File: config.mk
export PLATFORM = sky130hd
export DESIGN_NAME = sdhci_cmd_sequencer
export DESIGN_NICKNAME = d
export VERILOG_FILES = /design/src/rtl/sdhci_seq_pkg.sv /design/src/rtl/sdhci_obi_single_master.sv /design/src/rtl/sdhci_cmd_sequencer.sv
export SDC_FILE = /design/constraint.sdc
export NUM_CORES = 1
export LEC_CHECK = 0
export CAP_MARGIN = 25
export CORE_MARGIN = 8
export CORE_UTILIZATION = 45
export CTS_CLUSTER_SIZE = 28
export DETAILED_ROUTE_END_ITERATION = 16
export HOLD_SLACK_MARGIN = 0.12
export PLACE_DENSITY = 0.88
export SLEW_MARGIN = 30
export SYNTH_ARGS = -nofsm -noshare
export SYNTH_HDL_FRONTEND = slang
export SYNTH_SLANG_ARGS = --single-unit
File: constraint.sdc
create_clock -name clk_i -period 6.5 [get_ports clk_i]
set_clock_uncertainty 0.1 [all_clocks]
set_input_delay 0.65 -clock clk_i [delete_from_list [all_inputs] [get_ports clk_i]]
set_output_delay 0.65 -clock clk_i [all_outputs]
set_load 0.02 [all_outputs]
File: src/rtl/sdhci_seq_pkg.sv
// Shared types and constants for the SDHCI command sequencer: OBI structs,
// SDHCI register offsets, command-flag layout and the sequencer state enum.
package sdhci_seq_pkg;

  typedef struct packed {
    logic [31:0] addr;
    logic        we;
    logic [3:0]  be;
    logic [31:0] wdata;
  } obi_a_chan_t;

  typedef struct packed {
    logic        req;
    obi_a_chan_t a;
  } obi_req_t;

  typedef struct packed {
    logic [31:0] rdata;
    logic        err;
  } obi_r_chan_t;

  typedef struct packed {
    logic        gnt;
    logic        rvalid;
    obi_r_chan_t r;
  } obi_rsp_t;

  localparam logic [31:0] RegArgument    = 32'h0000_0008;
  localparam logic [31:0] RegCommand     = 32'h0000_000C;
  localparam logic [31:0] RegResponse0   = 32'h0000_0010;
  localparam logic [31:0] RegIntStatus   = 32'h0000_0030;
  localparam logic [31:0] RegIntStatusEn = 32'h0000_0034;

  // cmd_flags_i = {type[1:0], data_present, idx_chk, crc_chk, 1'b0, resp_type[1:0]}
  localparam int unsigned FlagRespTypeLsb = 0;
  localparam int unsigned FlagCrcChk      = 3;
  localparam int unsigned FlagIdxChk      = 4;
  localparam int unsigned FlagDataPresent = 5;
  localparam int unsigned FlagTypeLsb     = 6;

  localparam int unsigned IntCmdComplete = 0;
  localparam int unsigned IntErrorInt    = 15;

  typedef enum logic [2:0] {
    StInit,
    StIdle,
    StWrArg,
    StWrCmd,
    StRdStat,
    StWrClr,
    StRdResp,
    StDone
  } seq_state_e;

endpackage

File: src/rtl/sdhci_obi_single_master.sv
// Single-outstanding OBI manager: a start pulse launches one transaction,
// done_o flags its response beat together with rdata_o/err_o.
module sdhci_obi_single_master
  import sdhci_seq_pkg::*;
(
  input  logic        clk_i,
  input  logic        rst_i,
  input  logic        start_i,
  input  logic [31:0] addr_i,
  input  logic        we_i,
  input  logic [3:0]  be_i,
  input  logic [31:0] wdata_i,
  output logic        idle_o,
  output logic        done_o,
  output logic [31:0] rdata_o,
  output logic        err_o,
  output obi_req_t    obi_req_o,
  input  obi_rsp_t    obi_rsp_i
);

  logic        req_q, req_d;
  logic        wait_q, wait_d;
  obi_a_chan_t a_q, a_d;

  always_comb begin
    req_d  = req_q;
    wait_d = wait_q;
    a_d    = a_q;
    if (req_q && obi_rsp_i.gnt) begin
      req_d  = 1'b0;
      wait_d = 1'b1;
    end
    if (wait_q && obi_rsp_i.rvalid) begin
      wait_d = 1'b0;
    end
    // The caller only starts when idle or on the done beat, so req rises the cycle after.
    if (start_i) begin
      req_d      = 1'b1;
      a_d.addr   = addr_i;
      a_d.we     = we_i;
      a_d.be     = be_i;
      a_d.wdata  = wdata_i;
    end
  end

  always_ff @(posedge clk_i or posedge rst_i) begin
    if (rst_i) begin
      req_q  <= 1'b0;
      wait_q <= 1'b0;
      a_q    <= '0;
    end else begin
      req_q  <= req_d;
      wait_q <= wait_d;
      a_q    <= a_d;
    end
  end

  assign idle_o        = !req_q && !wait_q;
  assign done_o        = wait_q && obi_rsp_i.rvalid;
  assign rdata_o       = obi_rsp_i.r.rdata;
  assign err_o         = obi_rsp_i.r.err;
  assign obi_req_o.req = req_q;
  assign obi_req_o.a   = a_q;

endmodule

File: src/rtl/sdhci_cmd_sequencer.sv
// Runs one SD command per request on the SDHCI register file over OBI:
// argument/command writes, status polling, status clear, response read.
module sdhci_cmd_sequencer
  import sdhci_seq_pkg::*;
#(
  parameter int unsigned PollLimit = 1024
) (
  input  logic        clk_i,
  input  logic        rst_i,
  input  logic        cmd_valid_i,
  output logic        cmd_ready_o,
  input  logic [5:0]  cmd_index_i,
  input  logic [31:0] cmd_arg_i,
  input  logic [7:0]  cmd_flags_i,
  output logic        rsp_valid_o,
  input  logic        rsp_ready_i,
  output logic [31:0] rsp_data_o,
  output logic [15:0] rsp_err_status_o,
  output logic        rsp_timeout_o,
  output logic        rsp_bus_err_o,
  output obi_req_t    obi_req_o,
  input  obi_rsp_t    obi_rsp_i
);

  localparam int unsigned PollCntW =
      ($clog2(PollLimit + 1) > 10) ? $clog2(PollLimit + 1) : 10;
  localparam logic [PollCntW-1:0] PollMax = PollCntW'(PollLimit);

  seq_state_e          state_q, state_d;
  logic [5:0]          index_q, index_d;
  logic [31:0]         arg_q, arg_d;
  logic [7:0]          flags_q, flags_d;
  logic [PollCntW-1:0] poll_cnt_q, poll_cnt_d;
  logic [31:0]         rsp_data_q, rsp_data_d;
  logic [15:0]         err_status_q, err_status_d;
  logic                timeout_q, timeout_d;
  logic                bus_err_q, bus_err_d;

  logic        start;
  logic [31:0] t_addr, t_wdata;
  logic        t_we;
  logic [3:0]  t_be;
  logic        eng_idle, eng_done, eng_err;
  logic [31:0] eng_rdata;

  sdhci_obi_single_master u_obi (
    .clk_i     (clk_i),
    .rst_i     (rst_i),
    .start_i   (start),
    .addr_i    (t_addr),
    .we_i      (t_we),
    .be_i      (t_be),
    .wdata_i   (t_wdata),
    .idle_o    (eng_idle),
    .done_o    (eng_done),
    .rdata_o   (eng_rdata),
    .err_o     (eng_err),
    .obi_req_o (obi_req_o),
    .obi_rsp_i (obi_rsp_i)
  );

  always_comb begin
    state_d      = state_q;
    index_d      = index_q;
    arg_d        = arg_q;
    flags_d      = flags_q;
    poll_cnt_d   = poll_cnt_q;
    rsp_data_d   = rsp_data_q;
    err_status_d = err_status_q;
    timeout_d    = timeout_q;
    bus_err_d    = bus_err_q;
    start        = 1'b0;

    unique case (state_q)
      StInit: begin
        if (eng_idle) begin
          start = 1'b1;
        end else if (eng_done) begin
          state_d = StIdle;
        end
      end
      StIdle: begin
        if (cmd_valid_i) begin
          index_d      = cmd_index_i;
          arg_d        = cmd_arg_i;
          flags_d      = cmd_flags_i;
          poll_cnt_d   = '0;
          rsp_data_d   = '0;
          err_status_d = '0;
          timeout_d    = 1'b0;
          bus_err_d    = 1'b0;
          state_d      = StWrArg;
          start        = 1'b1;
        end
      end
      StDone: begin
        if (rsp_ready_i) state_d = StIdle;
      end
      default: begin
        if (eng_done && eng_err) begin
          bus_err_d = 1'b1;
          state_d   = StDone;
        end else if (eng_done) begin
          case (state_q)
            StWrArg: begin
              state_d = StWrCmd;
              start   = 1'b1;
            end
            StWrCmd: begin
              state_d = StRdStat;
              start   = 1'b1;
            end
            StRdStat: begin
              poll_cnt_d = (poll_cnt_q == PollMax) ? poll_cnt_q : poll_cnt_q + PollCntW'(1);
              if (eng_rdata[IntErrorInt] || eng_rdata[IntCmdComplete]) begin
                err_status_d = eng_rdata[31:16];
                state_d      = StWrClr;
                start        = 1'b1;
              end else if (poll_cnt_d == PollMax) begin
                timeout_d = 1'b1;
                state_d   = StDone;
              end else begin
                start = 1'b1;
              end
            end
            StWrClr: begin
              if (flags_q[FlagRespTypeLsb +: 2] != 2'b00) begin
                state_d = StRdResp;
                start   = 1'b1;
              end else begin
                state_d = StDone;
              end
            end
            StRdResp: begin
              rsp_data_d = eng_rdata;
              state_d    = StDone;
            end
            default: ;
          endcase
        end
      end
    endcase

    // A-channel for the transaction launched towards state_d.
    t_addr  = '0;
    t_we    = 1'b0;
    t_be    = 4'b1111;
    t_wdata = '0;
    unique case (state_d)
      StInit: begin
        t_addr  = RegIntStatusEn;
        t_we    = 1'b1;
        t_wdata = {16'hFFFF, 16'h0001};
      end
      StWrArg: begin
        t_addr  = RegArgument;
        t_we    = 1'b1;
        t_wdata = arg_d;
      end
      StWrCmd: begin
        t_addr  = RegCommand;
        t_we    = 1'b1;
        t_be    = 4'b1100;
        t_wdata = {2'b00, index_q, flags_q, 16'h0000};
      end
      StRdStat: t_addr = RegIntStatus;
      StWrClr: begin
        t_addr  = RegIntStatus;
        t_we    = 1'b1;
        t_wdata = {err_status_d, eng_rdata[IntErrorInt], 14'b0, 1'b1};
      end
      StRdResp: t_addr = RegResponse0;
      default: ;
    endcase
  end

  always_ff @(posedge clk_i or posedge rst_i) begin
    if (rst_i) begin
      state_q      <= StInit;
      index_q      <= '0;
      arg_q        <= '0;
      flags_q      <= '0;
      poll_cnt_q   <= '0;
      rsp_data_q   <= '0;
      err_status_q <= '0;
      timeout_q    <= 1'b0;
      bus_err_q    <= 1'b0;
    end else begin
      state_q      <= state_d;
      index_q      <= index_d;
      arg_q        <= arg_d;
      flags_q      <= flags_d;
      poll_cnt_q   <= poll_cnt_d;
      rsp_data_q   <= rsp_data_d;
      err_status_q <= err_status_d;
      timeout_q    <= timeout_d;
      bus_err_q    <= bus_err_d;
    end
  end

  assign cmd_ready_o      = (state_q == StIdle);
  assign rsp_valid_o      = (state_q == StDone);
  assign rsp_data_o       = rsp_data_q;
  assign rsp_err_status_o = err_status_q;
  assign rsp_timeout_o    = timeout_q;
  assign rsp_bus_err_o    = bus_err_q;

endmodule

==> summary.txt, run 1 <==
======================================================================================
Worst path slowest cell                                                        a311o_1
Destination of the critical timing path                                   u_obi.obi_req_o[23]$_DFFE_PP0P_
Worst setup path startpoint                                               state_q[1]$_DFF_PP0_
Post-DR wirelength/cell                                                        17.7 um
Final-report max-slew violation count                                                0
Area used by multi-input combinational logic                              0.00254 mm^2
Critical Path Max Stage Delay                                                   640 ps
Total buffers and inverters traversed by the critical path                           3
Largest fanout on the critical path                                                 33
H-tree levels                                                                        4
Sinks on the clock net                                                             136
CP Launch Type                                                               flip-flop
Worst r2r src                                                             state_q[1]$_DFF_PP0_
Count of port buffers added during placement                                       178
Most common cell after layout, fill and taps aside                             nand2_1
Highest ir drop seen on vdd                                                   0.245 mV
DR iter-0 viols                                                                    451
Number of instances resized during post-cts repair                                   0
Total global routing overflow                                                        0
Number of vias per cell after detailed routing                                    5.33
Number of max-cap violations                                                         0
Remaining number of nets flagged by the antenna check after routing                  0
Placement row count                                                                 43
Total track usage                                                                0.205
Period Utilization, post-route                                                   0.542
Fraction of synthesized cell area taken by the top area cell type                0.537
Initial antenna violation count                                                      0
Number of remaining DRC errors                                                       0
Top cell type by total area after synthesis                                    dfrtp_1
Number of cells on the critical path                                                10
Die outline height                                                              135 um
Data arrival, critical path                                                    3780 ps
Series of cell instances along the critical path                          inv_1 -> nand3_1 -> buf_4 -> inv_2 -> nand2_1 -> a311o_1 -> nor2_1 -> nand2_1 -> a31oi_1 -> a221o_1
Cell types occupying the most area after synthesis                        dfrtp_1 (54%), nand2_1 (14%), buf_4 (4.1%)
Critical path's most frequent cell                                             nand2_1
Family with the most delay on the worst path                              simple AND/OR/NAND/NOR gates
Total non-filler cell area in the finished layout                         0.00868 mm^2
Prevailing post-synth register cell                                            dfrtp_1
Starting Density                                                                 0.459
Max clock buf depth                                                                  2
Result of the run                                                         finished, final reports clean
Wire length after detailed routing                                           18,500 um
RD Place Congestion                                                              0.898
Number of instances in the synthesized netlist                                     693
Transition time at the pin with the least slew margin                           898 ps
Core ar.                                                                   0.0138 mm^2
Maximum operating frequency                                                  0.284 GHz
Number of buffers inserted during clock tree synthesis                              17
Mean instance size in the synthesized netlist                                9.15 um^2
Fraction of registers with async set/reset                                        1.00
Clock slew at the register clock pins of the worst setup and hold paths          60 ps
Critical path class                                                            reg2reg
Area of the mapped netlist                                                0.00634 mm^2
Setup slack, reg-to-reg                                                        2980 ps
Setup repair after global routing missed its margin                                 no
Commonest non-fill, non-tap cells in the layout                           nand2_1 (229), clkdlybuf4s50_1 (178), dfrtp_1 (136)
Vias post-DR                                                                     5,556
Power density over the cells                                               459 mW/mm^2
P_leak                                                                         4.01 nW
Type of the tightest min-delay check                                           reg2reg
Number of buffers inserted by hold repair at cts                                     0
Register bit total from synthesis                                                  136
Relative max-transition margin                                                   0.400
Required @ worst endpoint                                                      6760 ps
Clock tree from TritonCTS                                                          yes
Die ar.                                                                    0.0181 mm^2
Buffers inserted by post-CTS timing repair                                           0
Number of unique standard cell types used by synthesis                              60
CP Capture Type                                                              flip-flop
Maximum number of pins on one net before global-route repair                        76
Area taken by flip-flops and latches                                      0.00340 mm^2
Capture instance of the worst register-to-register path                   u_obi.obi_req_o[23]$_DFFE_PP0P_
Cell Area, Placed                                                         0.00806 mm^2
Number of warnings issued by yosys                                                   0
Share of synthesized area occupied by flip-flops and latches                     0.537
Cells on worst reg2reg path                                                         10
Root buffer cell                                                             clkbuf_16
Router iterations before antenna repair                                              5
IO Count                                                                           207
Hold violation count in the final report                                             0
Number of inserted filler cells in the final layout                              1,117
EDFF count, synth                                                                    0
First-pass GRT wire length                                                   29,000 um
Ant diodes                                                                           0
Number of nets in the finished design                                              937
Die boundary width                                                              135 um
Final HPWL from detailed placement                                           13,500 um
Area Overhead vs Synth                                                           36.9%
Clock latency reported for the late side of the worst-skew pair                 420 ps
Accumulated negative setup slack                                                  0 ps
Final Critical Period                                                          3520 ps
Final setup fails                                                                    0
Share of cells above drive strength 1                                           0.0684
Via count of the first global-routing pass                                       5,490
======================================================================================
worst min-delay path by stage:
stage                                          start                         end  slack, ps  depth (start not counted)
after floorplan                  arg_q[17]$_DFF_PP0_         arg_q[17]$_DFF_PP0_        340                          2
after global placement    rsp_data_o[30]$_DFFE_PP0P_  rsp_data_o[30]$_DFFE_PP0P_        350                          2
after detailed placement   rsp_data_o[9]$_DFFE_PP0P_   rsp_data_o[9]$_DFFE_PP0P_        360                          2
after CTS                  rsp_data_o[9]$_DFFE_PP0P_   rsp_data_o[9]$_DFFE_PP0P_        370                          2
after global routing       rsp_data_o[3]$_DFFE_PP0P_   rsp_data_o[3]$_DFFE_PP0P_        380                          2
final                      rsp_data_o[9]$_DFFE_PP0P_   rsp_data_o[9]$_DFFE_PP0P_        360                          2
cells by family after synthesis:
| family | count (synthesis) | synth area share |
|---|---|---|
| AOI/OAI and AO/OA | 107 | 0.124 |
| xor gates and xnor gates | 6 | 0.00829 |
| adders and majority gates | 3 | 0.00592 |
| buffers and inverters | 92 | 0.0803 |
| DFF | 136 | 0.537 |
| muxes | 9 | 0.0148 |
| other | 1 | 0.000591 |
| and+or+nand+nor | 339 | 0.230 |
Yosys cell counts (all sizes together) (5+ instances only):
library cell and n:
a21oi 8, a221o 11, a22o 19, a31oi 16
and3 6, buf 52, clkbuf 21, dfrtp 136
inv 19, mux2i 6, nand2 229, nand3 45
nand4 5, nor2 25, nor3 11, o21ai 27
final cells by class:
| cell class | instances | share of cell area |
|---|---|---|
| Tap cell | 180 | 0.0260 |
| Sequential cell | 136 | 0.392 |
| Clock inverter | 14 | 0.0198 |
| Clock buffer | 18 | 0.0506 |
| Multi-Input combinational cell | 492 | 0.293 |
| Timing Repair Buffer | 183 | 0.210 |
| Inverter | 19 | 0.00880 |
report_power, final:
part	switching [W]	internal (W)	leakage (nW)
clock network	0.000375	0.000615	0.293
logic	0.000951	0.000679	1.97
registers	0.000202	0.00116	1.75
total	0.00153	0.00246	4.01
per-stage QoR:
stage	total power [W]	hold slack, ps	util	instances	setup WS, ps
final	0.00398	360	0.628	1042	2980
after global routing	0.00422	384	0.628	1042	2640
after CTS	0.00401	368	0.627	1042	3010
after detailed placement	0.00300	355	0.583	1010	2790
after global placement	0.00296	348	0.583	1010	2930
after floorplan	0.00231	341	-	720	2110
routing by layer:
metal  vias up  part of all wire  track usage  wire length [um]
li1       2605                 -            -                 -
met1      2683              0.43        0.262              7860
met2       233              0.45        0.307              8380
met3        35             0.095       0.0695              1750
met4         0             0.025       0.0917               467
met5         -                 0            0                 0
worst register-to-register path: stages (launching register included):
cell	delay, ps
dfrtp_1	500
inv_1	190
nand3_1	90
buf_4	260
inv_2	110
nand2_1	520
a311o_1	640
nor2_1	590
nand2_1	150
a31oi_1	200
a221o_1	130
flip-flops by register name (all words and copies together) (netlist names):
register          cells
u_obi.req_q           1
flags_q               8
rsp_data_o           32
u_obi.obi_req_o      39
rsp_timeout_o         1
u_obi.wait_q          1
rsp_bus_err_o         1
poll_cnt_q           11
state_q               3
arg_q                17
rsp_err_status_o     16
index_q               6
(Power assumes the default switching activity.)
==> run 2: changes to the inputs <==
clock period = 3.6 ns   (was 6.5 ns; I/O delays follow)
==> summary.txt, run 2 (same netlist as run 1, synthesis figures left out) <==
======================================================================================
Result of the run                                                         finished, final reports clean
Commonest non-fill, non-tap cells in the layout                           nand2_1 (229), clkdlybuf4s50_1 (178), dfrtp_1 (136)
Largest fanout on the critical path                                                 46   +39%
Maximum number of pins on one net before global-route repair                        47   -38%
Series of cell instances along the critical path                          ha_1 -> nand3_1 -> xnor2_1 -> a211oi_1 -> and4_1 -> a31o_4 -> a31oi_1 -> a221o_1
Core ar.                                                                   0.0138 mm^2   unchanged
Accumulated negative setup slack                                                  0 ps   unchanged
Clock slew at the register clock pins of the worst setup and hold paths          60 ps   about the same
Wire length after detailed routing                                           19,000 um   +3.0%
Final Critical Period                                                          3090 ps   -436 ps
Number of vias per cell after detailed routing                                    5.39   +1.2%
Metal3 WL                                                                      1790 um   +2.3%
Worst hold-check slack                                                          297 ps   -62.9 ps
RD Place Congestion                                                              0.946   +5.3%
Transition time at the pin with the least slew margin                           727 ps   -171 ps
Area taken by flip-flops and latches                                      0.00340 mm^2   unchanged
Area Overhead vs Synth                                                           38.0%
Clock latency reported for the late side of the worst-skew pair                 420 ps   about the same
Initial antenna violation count                                                      2   +2
Worst path slowest cell                                                         a31o_4
Via count of the first global-routing pass                                       5,644   +2.8%
Power density over the cells                                               819 mW/mm^2   +78%
Required @ worst endpoint                                                      3800 ps   -2960 ps
Highest ir drop seen on vdd                                                   0.462 mV   +89%
CP Capture Type                                                              flip-flop
Remaining number of nets flagged by the antenna check after routing                  0   unchanged
Ant diodes                                                                           0   unchanged
Count of port buffers added during placement                                       178   unchanged
Post-DR wirelength/cell                                                        18.1 um   +2.0%
CP Launch Type                                                               flip-flop
Met1 Wirelength                                                                7780 um   -1.0%
Die outline height                                                              135 um   unchanged
Hold violation count in the final report                                             0   unchanged
Number of buffers inserted during clock tree synthesis                              17   unchanged
Type of the tightest min-delay check                                          in2async
Total buffers and inverters traversed by the critical path                           0   -3
Final setup fails                                                                    0   unchanged
Root buffer cell                                                             clkbuf_16
H-tree levels                                                                        4   unchanged
Max clock buf depth                                                                  2   unchanged
Die ar.                                                                    0.0181 mm^2   unchanged
Data arrival, critical path                                                    3290 ps   -490 ps
P_leak                                                                         4.06 nW   +1.1%
Final-report max-slew violation count                                                0   unchanged
Number of nets in the finished design                                              947   +1.1%
DR iter-0 viols                                                                    381   -16%
Top Layer Used                                                                    met5
IO Count                                                                           207   unchanged
Met2 wire length                                                               8870 um   +5.8%
Maximum operating frequency                                                  0.324 GHz   +14%
Most common cell after layout, fill and taps aside                             nand2_1
Number of max-cap violations                                                         0   unchanged
Die boundary width                                                              135 um   unchanged
Clock tree from TritonCTS                                                          yes
Share of cells above drive strength 1                                           0.0745   +0.00610
Area used by multi-input combinational logic                              0.00254 mm^2   about the same
Number of buffers inserted by hold repair at cts                                     0   unchanged
Critical path class                                                            reg2reg
Family with the most delay on the worst path                              compound AO/OA/AOI/OAI gates
Setup repair after global routing missed its margin                                 no
Starting Density                                                                 0.459   unchanged
Placement row count                                                                 43   unchanged
Number of remaining DRC errors                                                       0   unchanged
First-pass GRT wire length                                                   30,100 um   +3.8%
Number of inserted filler cells in the final layout                              1,107   -0.90%
Total global routing overflow                                                        0   unchanged
Cell Area, Placed                                                         0.00814 mm^2   +1.0%
Period Utilization, post-route                                                   0.858   +0.316
Vias post-DR                                                                     5,675   +2.1%
Largest register FFs                                                                39   unchanged
Relative max-transition margin                                                   0.514   +0.114
Buffers inserted by post-CTS timing repair                                           0   unchanged
Final HPWL from detailed placement                                           13,900 um   +3.7%
Sinks on the clock net                                                             136   unchanged
Critical Path Max Stage Delay                                                   560 ps   -80 ps
Total non-filler cell area in the finished layout                         0.00875 mm^2   +0.81%
Router iterations before antenna repair                                              4   -1
Total track usage                                                                0.212   +0.00767
Number of instances resized during post-cts repair                                   0   unchanged
======================================================================================
## run 2: worst reg2reg max path: cells and delay by family, from the launching register on
family / cells / cell delay (ps)
flip-flops: 1 / 470
XOR/XNOR: 1 / 210
AO/OA/AOI/OAI: 4 / 1250
adder cells (fa/ha/maj): 1 / 320
AND/OR/NAND/NOR: 2 / 620
## run 2: final cells by class
class | count | share of cell area
Inverter | 19 | 0.00858
Clock inverter | 7 | 0.0103
Sequential cell | 136 | 0.389
Tap cell | 180 | 0.0257
Multi-Input combinational cell | 492 | 0.291
Clock buffer | 25 | 0.0578
Timing Repair Buffer | 193 | 0.218
## run 2: final timing paths
path,startpoint,end,slack [ps],cells past startpoint
worst max register to register,poll_cnt_q[0]$_DFFE_PP0P_,u_obi.obi_req_o[20]$_DFFE_PP0P_,510,8
worst min-delay path,rst_i,rsp_data_o[2]$_DFFE_PP0P_,300,2
max in group asynchronous,rst_i,rsp_data_o[20]$_DFFE_PP0P_,2400,3
min in group clk_i,rsp_data_o[28]$_DFFE_PP0P_,rsp_data_o[28]$_DFFE_PP0P_,360,2
worst max-delay path,poll_cnt_q[0]$_DFFE_PP0P_,u_obi.obi_req_o[20]$_DFFE_PP0P_,510,8
worst min register to register,rsp_data_o[28]$_DFFE_PP0P_,rsp_data_o[28]$_DFFE_PP0P_,360,2
## run 2: routing by layer
layer | up-vias | global-route usage
met5 | - | 0
met4 | 4 | 0.102
met3 | 42 | 0.0643
met2 | 297 | 0.328
met1 | 2703 | 0.266
li1 | 2629 | -
## run 2: per-stage QoR
| step | cells | setup slack, ps | utilization | total power (W) |
|---|---|---|---|---|
| global route | 1052 | 333 | 0.633 | 0.00759 |
| floorplan | 720 | 1010 | - | 0.00416 |
| global placement | 1020 | 502 | 0.589 | 0.00534 |
| CTS | 1052 | 289 | 0.632 | 0.00720 |
| finish | 1052 | 512 | 0.633 | 0.00716 |
| detailed placement | 1020 | 348 | 0.589 | 0.00544 |
## run 2: power breakdown
group	internal (W)	total [W]	switching (W)
clock network	0.00111	0.00173	0.000622
registers	0.00210	0.00245	0.000354
logic	0.00125	0.00298	0.00173
total	0.00445	0.00716	0.00271
